**config.mk**
```make
export PLATFORM = sky130hd
export DESIGN_NAME = dmux4_queue16
export DESIGN_NICKNAME = d
export VERILOG_FILES = /design/src/rtl/dmux4_queue16_pkg.sv /design/src/rtl/dmux4_queue16_queue16.sv /design/src/rtl/dmux4_queue16.sv
export SDC_FILE = /design/constraint.sdc
export NUM_CORES = 1
export LEC_CHECK = 0
export ABC_AREA = 1
export BUFFER_PORTS_ARGS = -buffer_cell sky130_fd_sc_hd__buf_2
export CAP_MARGIN = 5
export CELL_PAD_IN_SITES_DETAIL_PLACEMENT = 0
export CELL_PAD_IN_SITES_GLOBAL_PLACEMENT = 1
export CORE_MARGIN = 8
export CORE_UTILIZATION = 40
export CTS_CLUSTER_DIAMETER = 30
export CTS_CLUSTER_SIZE = 28
export DETAILED_ROUTE_END_ITERATION = 6
export PLACE_DENSITY = 0.69
export SLEW_MARGIN = 30
export SYNTH_ARGS = -nofsm -noshare
export SYNTH_HDL_FRONTEND = slang
export SYNTH_SLANG_ARGS = --single-unit
```
**constraint.sdc**
```tcl
create_clock -name clk -period 2.8 [get_ports clk]
set_input_delay 0.28 -clock clk [delete_from_list [all_inputs] [get_ports clk]]
set_output_delay 0.28 -clock clk [all_outputs]
set_load 0.1 [all_outputs]
```
**src/rtl/dmux4_queue16_pkg.sv**
```systemverilog
// Shared widths and per-queue occupancy encoding for the four-way routing queue.
package dmux4_queue16_pkg;
    localparam int unsigned DATA_W = 16;
    localparam int unsigned NUM_CH = 4;
    localparam int unsigned SEL_W  = 2;

    typedef enum logic [1:0] {
        Q_EMPTY   = 2'd0,
        Q_PARTIAL = 2'd1,
        Q_FULL    = 2'd2
    } qstate_t;
endpackage

```
**src/rtl/dmux4_queue16_queue16.sv**
```systemverilog
// Single DEPTH x DATA_W FIFO with an explicit EMPTY/PARTIAL/FULL occupancy state.
module queue16
    import dmux4_queue16_pkg::*;
#(
    parameter int unsigned DEPTH = 2
) (
    input  logic              clk,
    input  logic              reset,
    input  logic              i_push,
    input  logic              i_pop,
    input  logic [DATA_W-1:0] i_data,
    output logic [DATA_W-1:0] o_head,
    output logic              o_full,
    output logic              o_empty
);
    localparam int unsigned AW = $clog2(DEPTH);
    localparam logic [AW:0]   CNT_DEPTH = (AW+1)'(DEPTH);
    localparam logic [AW:0]   CNT_ONE   = (AW+1)'(1);
    localparam logic [AW-1:0] PTR_ONE   = AW'(1);

    logic [DATA_W-1:0] r_mem [DEPTH];
    logic [AW-1:0]     r_wptr;
    logic [AW-1:0]     r_rptr;
    logic [AW:0]       r_count;
    qstate_t           r_state;

    logic              w_push;
    logic              w_pop;
    logic [AW:0]       w_count_nxt;
    qstate_t           w_state_nxt;

    // Push is refused on FULL even when a pop happens the same cycle.
    assign w_push = i_push && (r_state != Q_FULL);
    assign w_pop  = i_pop  && (r_state != Q_EMPTY);

    always_comb begin
        w_count_nxt = r_count;
        w_state_nxt = r_state;
        if (w_push && !w_pop) begin
            w_count_nxt = r_count + CNT_ONE;
        end else if (w_pop && !w_push) begin
            w_count_nxt = r_count - CNT_ONE;
        end
        if (w_count_nxt == '0) begin
            w_state_nxt = Q_EMPTY;
        end else if (w_count_nxt == CNT_DEPTH) begin
            w_state_nxt = Q_FULL;
        end else begin
            w_state_nxt = Q_PARTIAL;
        end
    end

    always_ff @(posedge clk) begin
        if (reset) begin
            r_state <= Q_EMPTY;
            r_count <= '0;
            r_wptr  <= '0;
            r_rptr  <= '0;
        end else begin
            r_state <= w_state_nxt;
            r_count <= w_count_nxt;
            if (w_push) begin
                r_wptr <= r_wptr + PTR_ONE;
            end
            if (w_pop) begin
                r_rptr <= r_rptr + PTR_ONE;
            end
        end
    end

    always_ff @(posedge clk) begin
        if (w_push) begin
            r_mem[r_wptr] <= i_data;
        end
    end

    assign o_full  = (r_state == Q_FULL);
    assign o_empty = (r_state == Q_EMPTY);
    assign o_head  = o_empty ? '0 : r_mem[r_rptr];
endmodule

```
**src/rtl/dmux4_queue16.sv**
```systemverilog
// Routes each input word to one of four independent output FIFOs selected by in_sel.
module dmux4_queue16
    import dmux4_queue16_pkg::*;
#(
    parameter int unsigned DEPTH = 2
) (
    input  logic              clk,
    input  logic              reset,
    input  logic [DATA_W-1:0] in_data,
    input  logic [SEL_W-1:0]  in_sel,
    input  logic              in_valid,
    output logic              in_ready,
    output logic [DATA_W-1:0] out_a,
    output logic [DATA_W-1:0] out_b,
    output logic [DATA_W-1:0] out_c,
    output logic [DATA_W-1:0] out_d,
    output logic [NUM_CH-1:0] out_valid,
    input  logic [NUM_CH-1:0] out_ready
);
    logic [NUM_CH-1:0] w_full;
    logic [NUM_CH-1:0] w_empty;
    logic [NUM_CH-1:0] w_push;
    logic [NUM_CH-1:0] w_pop;
    logic [DATA_W-1:0] w_head [NUM_CH];

    assign in_ready  = ~w_full[in_sel];
    assign out_valid = ~w_empty;
    assign w_pop     = out_valid & out_ready;

    always_comb begin
        w_push = '0;
        if (in_valid && in_ready) begin
            w_push[in_sel] = 1'b1;
        end
    end

    for (genvar g = 0; g < NUM_CH; g++) begin : g_queue
        queue16 #(
            .DEPTH(DEPTH)
        ) u_queue (
            .clk    (clk),
            .reset  (reset),
            .i_push (w_push[g]),
            .i_pop  (w_pop[g]),
            .i_data (in_data),
            .o_head (w_head[g]),
            .o_full (w_full[g]),
            .o_empty(w_empty[g])
        );
    end

    assign out_a = w_head[0];
    assign out_b = w_head[1];
    assign out_c = w_head[2];
    assign out_d = w_head[3];
endmodule

```
Word level (Yosys, flattened, before mapping) --
Memory sizes are Yosys's and may differ from the RTL's. A register that Yosys moved wholly into a read port is not among the register bits. Index checks and enable logic that the tools add are counted.
Operators by class: $add $sub $neg 16, multipliers 0, div/mod/pow operators 0, order comparisons 2, equality and inequality tests 12, shifts and indexed selects 0, mux-type cells 37, bitwise operators 3, reductions and logical operators 42
Operators with widths (number):
- 16-bit two-way mux | 4
- 2-bit two-way mux | 12
- 1-bit logical AND | 18
- 1-bit two-way mux | 18
- 2-bit == test, second input constant | 8
- 2-bit logical NOT | 8
- 1-bit adder, second input constant | 8
- 2-bit by 1-bit adder with 2-bit output, second input constant | 4
- 1-bit logical NOT | 8
- 2-bit != test, second input constant | 4
- 2-bit nonzero test | 4
- 2-bit OR reduction | 4
- 2-bit by 1-bit subtractor with 2-bit output, second input constant | 4
- 4-bit bitwise AND | 1
- 4-bit two-way mux | 1
- 4-bit inverter | 1
- 2-bit by 3-bit less-than comparator with 1-bit output, second input constant | 1
- 1-bit binary-select mux with 2-bit select | 1
- 1-bit demux with 2-bit select | 1
- 2-bit by 1-bit >= comparator with 1-bit output, second input constant | 1
- 1-bit inverter | 1
Word-level totals: register bits 24, latch bits 0, bits in writable memories 128, ROM bits 0, bits of input ports 25, output and inout bits 69, logic and storage cells 132, memories kept 4
Memories:
- g_queue[0].u_queue.r_mem | depth 2, bits a word 16, read ports 1, clocked after memory_dff 1, wr ports 1, RTL line dmux4_queue16_queue16.sv:21 | logic [DATA_W-1:0] r_mem [DEPTH];
- g_queue[1].u_queue.r_mem | depth 2, bits a word 16, read ports 1, clocked after memory_dff 1, wr ports 1, RTL line dmux4_queue16_queue16.sv:21
- g_queue[2].u_queue.r_mem | depth 2, bits a word 16, read ports 1, clocked after memory_dff 1, wr ports 1, RTL line dmux4_queue16_queue16.sv:21
- g_queue[3].u_queue.r_mem | depth 2, bits a word 16, read ports 1, clocked after memory_dff 1, wr ports 1, RTL line dmux4_queue16_queue16.sv:21

Longest topological paths before layout --
word-level depth 13, depth in mapped cells 12, mapped depth without buffers 12

Modules after synthesis --
From an unflattened synthesis, not the netlist that was laid out.
Second synthesis, totals: cell total of the unflattened synthesis 561, area, all modules 6282.3 um^2
Modules (own cells, without submodules):
- queue16 | instances 4, cells an instance 132, area each 1534.0 um^2, seq. area each 1101.1 um^2
- dmux4_queue16 | instances 1, cells an instance 33, area each 146.4 um^2, seq. area each 0.0 um^2

Worst setup path before layout --
No wires, ideal clock.
kind reg2out, start point register g_queue[3].u_queue.r_state[0], end point output out_d[0], arrival time 3.019 ns, data required time 2.520 ns, setup slack -0.499 ns, cell stages (with the launch flop) 5, path buffers 1, cell sequence dfxtp_1 > or2_1 > inv_1 > clkbuf_1 > a21oi_1
On the way: cells in the longest elaborated chain, start to end 2
RTL lines:
- start: declaration | RTL line dmux4_queue16_queue16.sv:25 | qstate_t r_state;
- start signal: assignment | RTL line dmux4_queue16_queue16.sv:60 | r_state <= w_state_nxt;
- 2-bit logical NOT | RTL line dmux4_queue16_queue16.sv:78 | assign o_empty = (r_state == Q_EMPTY);
- 16-bit two-way mux | RTL line dmux4_queue16_queue16.sv:79 | assign o_head = o_empty ? '0 : r_mem[r_rptr];
- end: declaration | RTL line dmux4_queue16.sv:16 | output logic [DATA_W-1:0] out_d,
No other way between the ends.

==> flow_metrics.py <==
metrics = {
    "final_layout": {
        "utilization": 0.492,
        "nFillCells": 1363,
        "mostFrequentLayoutCell": "nand2_1",
        "nets": 637,
        "synthToLayoutAreaGrowth_pct": 21.7,
        "regArea_um2": 4400,
        "layout_common_cells": "148 x nand2_1, 128 x edfxtp_1, 93 x buf_2",
        "drive_gt1_frac": 0.250,
        "multiInputGateArea_um2": 1450,
        "stdcell_count": 813,
        "diodes": 0,
    },
    "sta": {
        "setup_ws_ns": 0.274,
        "rsz0062_at_grt": "no",
        "hold_viol": 0,
        "slew_viol_final": 0,
        "fmax_mhz": 396,
        "slew_headroom": 0.448,
        "finalCritPeriodShare": 0.902,
        "hold_slack_ns": 0.0816,
        "min_period_ns": 2.53,
        "setup_viol": 0,
        "worst_slew_pin_slew_ns": 0.827,
        "skew_ns": 0.00653,
    },
    "min_path": {
        "min_from": "reset",
        "hp-class": "input pin to flip-flop",
        "holdPathEnd": "g_queue[2].u_queue.r_count[0]$_SDFF_PP0_",
        "hold_depth": 2,
    },
    "floorplanning": {
        "die_x_um": 139,
        "die_area_um2": 19300,
        "fp.coreArea_um2": 15000,
        "io_pins": 94,
        "die_h_um": 139,
        "std_cell_rows": 45,
        "initial_core_util": 0.404,
    },
    "detailed_routing": {
        "drt-pass1-iter-count": 5,
        "wirelength_mm": 13.1,
        "wl_per_cell_um": 16.2,
        "drcViolationCount": 0,
        "drtAntennaViolNets": 0,
        "drt_iter0_markers": 289,
        "dr_total_vias": 3900,
        "vias_per_cell": 4.80,
    },
    "clock_network": {
        "cts_buffer_depth": 2,
        "post_cts_buffers": 0,
        "cts_tree": "yes",
        "root_buffer": "clkbuf_16",
        "htreeDepth": 4,
        "path_clk_slew_ns": 0.06,
        "clk_latency_ns": 0.41,
        "hold_buffers": 0,
        "cts_resized": 0,
        "numCtsBuffers": 17,
        "clock-sinks": 156,
    },
    "place": {
        "place_congestion": 0.780,
        "port-buffer-count": 93,
        "dp_hpwl_mm": 9.27,
        "place_ws_ns": 0.696,
        "dpl.cell_count": 781,
    },
    "logic_synthesis": {
        "yosysTopAreaCell": "edfxtp_1",
        "yosys-top-cells-area": "edfxtp_1 64%, dfxtp_1 9.3%, nand2_1 9.2%",
        "synth_edf_count": 128,
        "yosys_warnings": 0,
        "synth-seq-cells": 156,
        "postSynth.asyncResetShare": 0,
        "synth_top_area_frac": 0.635,
        "syn_inst": 508,
        "synth_seq_area_share": 0.728,
        "synth_cell_types": 26,
        "synth_area_um2": 6050,
        "synthFlopType": "edfxtp_1",
        "postSynthAreaPerCell_um2": 11.9,
        "syn-num-nets": 533,
    },
    "critical_path": {
        "r2r_start": "g_queue[2].u_queue.r_state[1]$_SDFF_PP0_",
        "crit_arrival_ns": 2.25,
        "ff2ff_setup_slack_ns": 1.00,
        "startpoint_type": "flip-flop",
        "crit_slowest_cell": "inv_1",
        "cp_max_fo": 17,
        "path_cells": "inv_1 > nand2_1 > a21oi_1 > buf_2",
        "required_ns": 2.52,
        "endpoint_kind": "output pin",
        "r2r_end": "g_queue[2].u_queue.r_state[0]$_SDFF_PP0_",
        "reg2reg_depth": 7,
        "slowest_delay_ns": 0.51,
        "critPathKind": "flip-flop to output pin",
    },
    "grt": {
        "grt_busiest_layer": "met2",
        "grt_use_total": 0.139,
        "grt_max_degree": 18,
        "antenna_found_initial": 0,
        "grt-ovfl-total": 0,
        "grt_pass1_wl_mm": 20.8,
        "gr-usage-met2": 0.229,
        "grtUsageMet1": 0.171,
        "first_global_vias": 3830,
        "use_met3": 0.0434,
    },
    "run": {
        "drv_cap": 0,
    },
    "run_status": {
        "status": "completed",
    },
}
[critical path, delay by kind of cell (launching register included)]
family / cells / cell delay, ns
buffers and inverters: 2 / 0.99
AOI/OAI and AO/OA: 1 / 0.24
DFF: 1 / 0.50
and+or+nand+nor: 1 / 0.10
[metrics by stage]
step | instance area, µm² | setup TNS, ns
2_1_floorplan | 6050 | -6.78
3_3_place_gp | 6760 | 0
3_5_place_dp | 6760 | 0
5_1_grt | 7360 | 0
6_report | 7360 | 0
4_1_cts | 7360 | 0
[layer usage]
layer	wire length (µm)	share of wire
met1	5740	0.44
met2	6490	0.49
met3	813	0.062
met4	102	0.0078
met5	0	0
[kinds of logic after synthesis]
family / Yosys count / share of synthesized area
AO/OA/AOI/OAI: 85 / 0.0709
XOR/XNOR: 11 / 0.0159
flip-flops: 156 / 0.728
AND/OR/NAND/NOR: 204 / 0.153
buffers and inverters: 52 / 0.0325
[sequential cells by signal, indices dropped and copies added, names as in the netlist, named ones only]
name	count
g_queue.u_queue.r_mem	128
g_queue.u_queue.r_count	8
g_queue.u_queue.r_state	8
g_queue.u_queue.r_rptr	4
g_queue.u_queue.r_wptr	4
[Yosys cell counts, types with 5 or more instances]
master	instances
xor2_1	10
o21ai_0	8
nor2_2	6
inv_1	30
dfxtp_1	28
nor2_1	20
clkbuf_1	16
nand3_1	8
a21oi_1	76
nand2_2	5
edfxtp_1	128
nand2_1	148
[worst max path at each step]
stage                                                        start         to  slack, ns  depth (start not counted)
after floorplan           g_queue[3].u_queue.r_state[0]$_SDFF_PP0_   out_d[0]      -0.50                          4
after global placement                                   flip-flop  out_a[15]       0.76                          4
after detailed placement                                 flip-flop  out_a[15]       0.70                          4
after CTS                                                flip-flop  out_a[15]       0.24                          4
after global routing                                     flip-flop  out_a[15]       0.08                          4
final                                                    flip-flop   out_a[8]       0.27                          4
[final cells by class]
class                           count  area share
Tap cell                          188      0.0319
Multi-Input combinational cell    300       0.197
Sequential cell                   156       0.598
Timing Repair Buffer              103      0.0734
Clock inverter                     12      0.0231
Clock buffer                       20      0.0593
Inverter                           34      0.0173
Power is left out: the tool's default activity adds up to more than one toggle a clock period on the data nets, which glitch-free logic cannot reach.
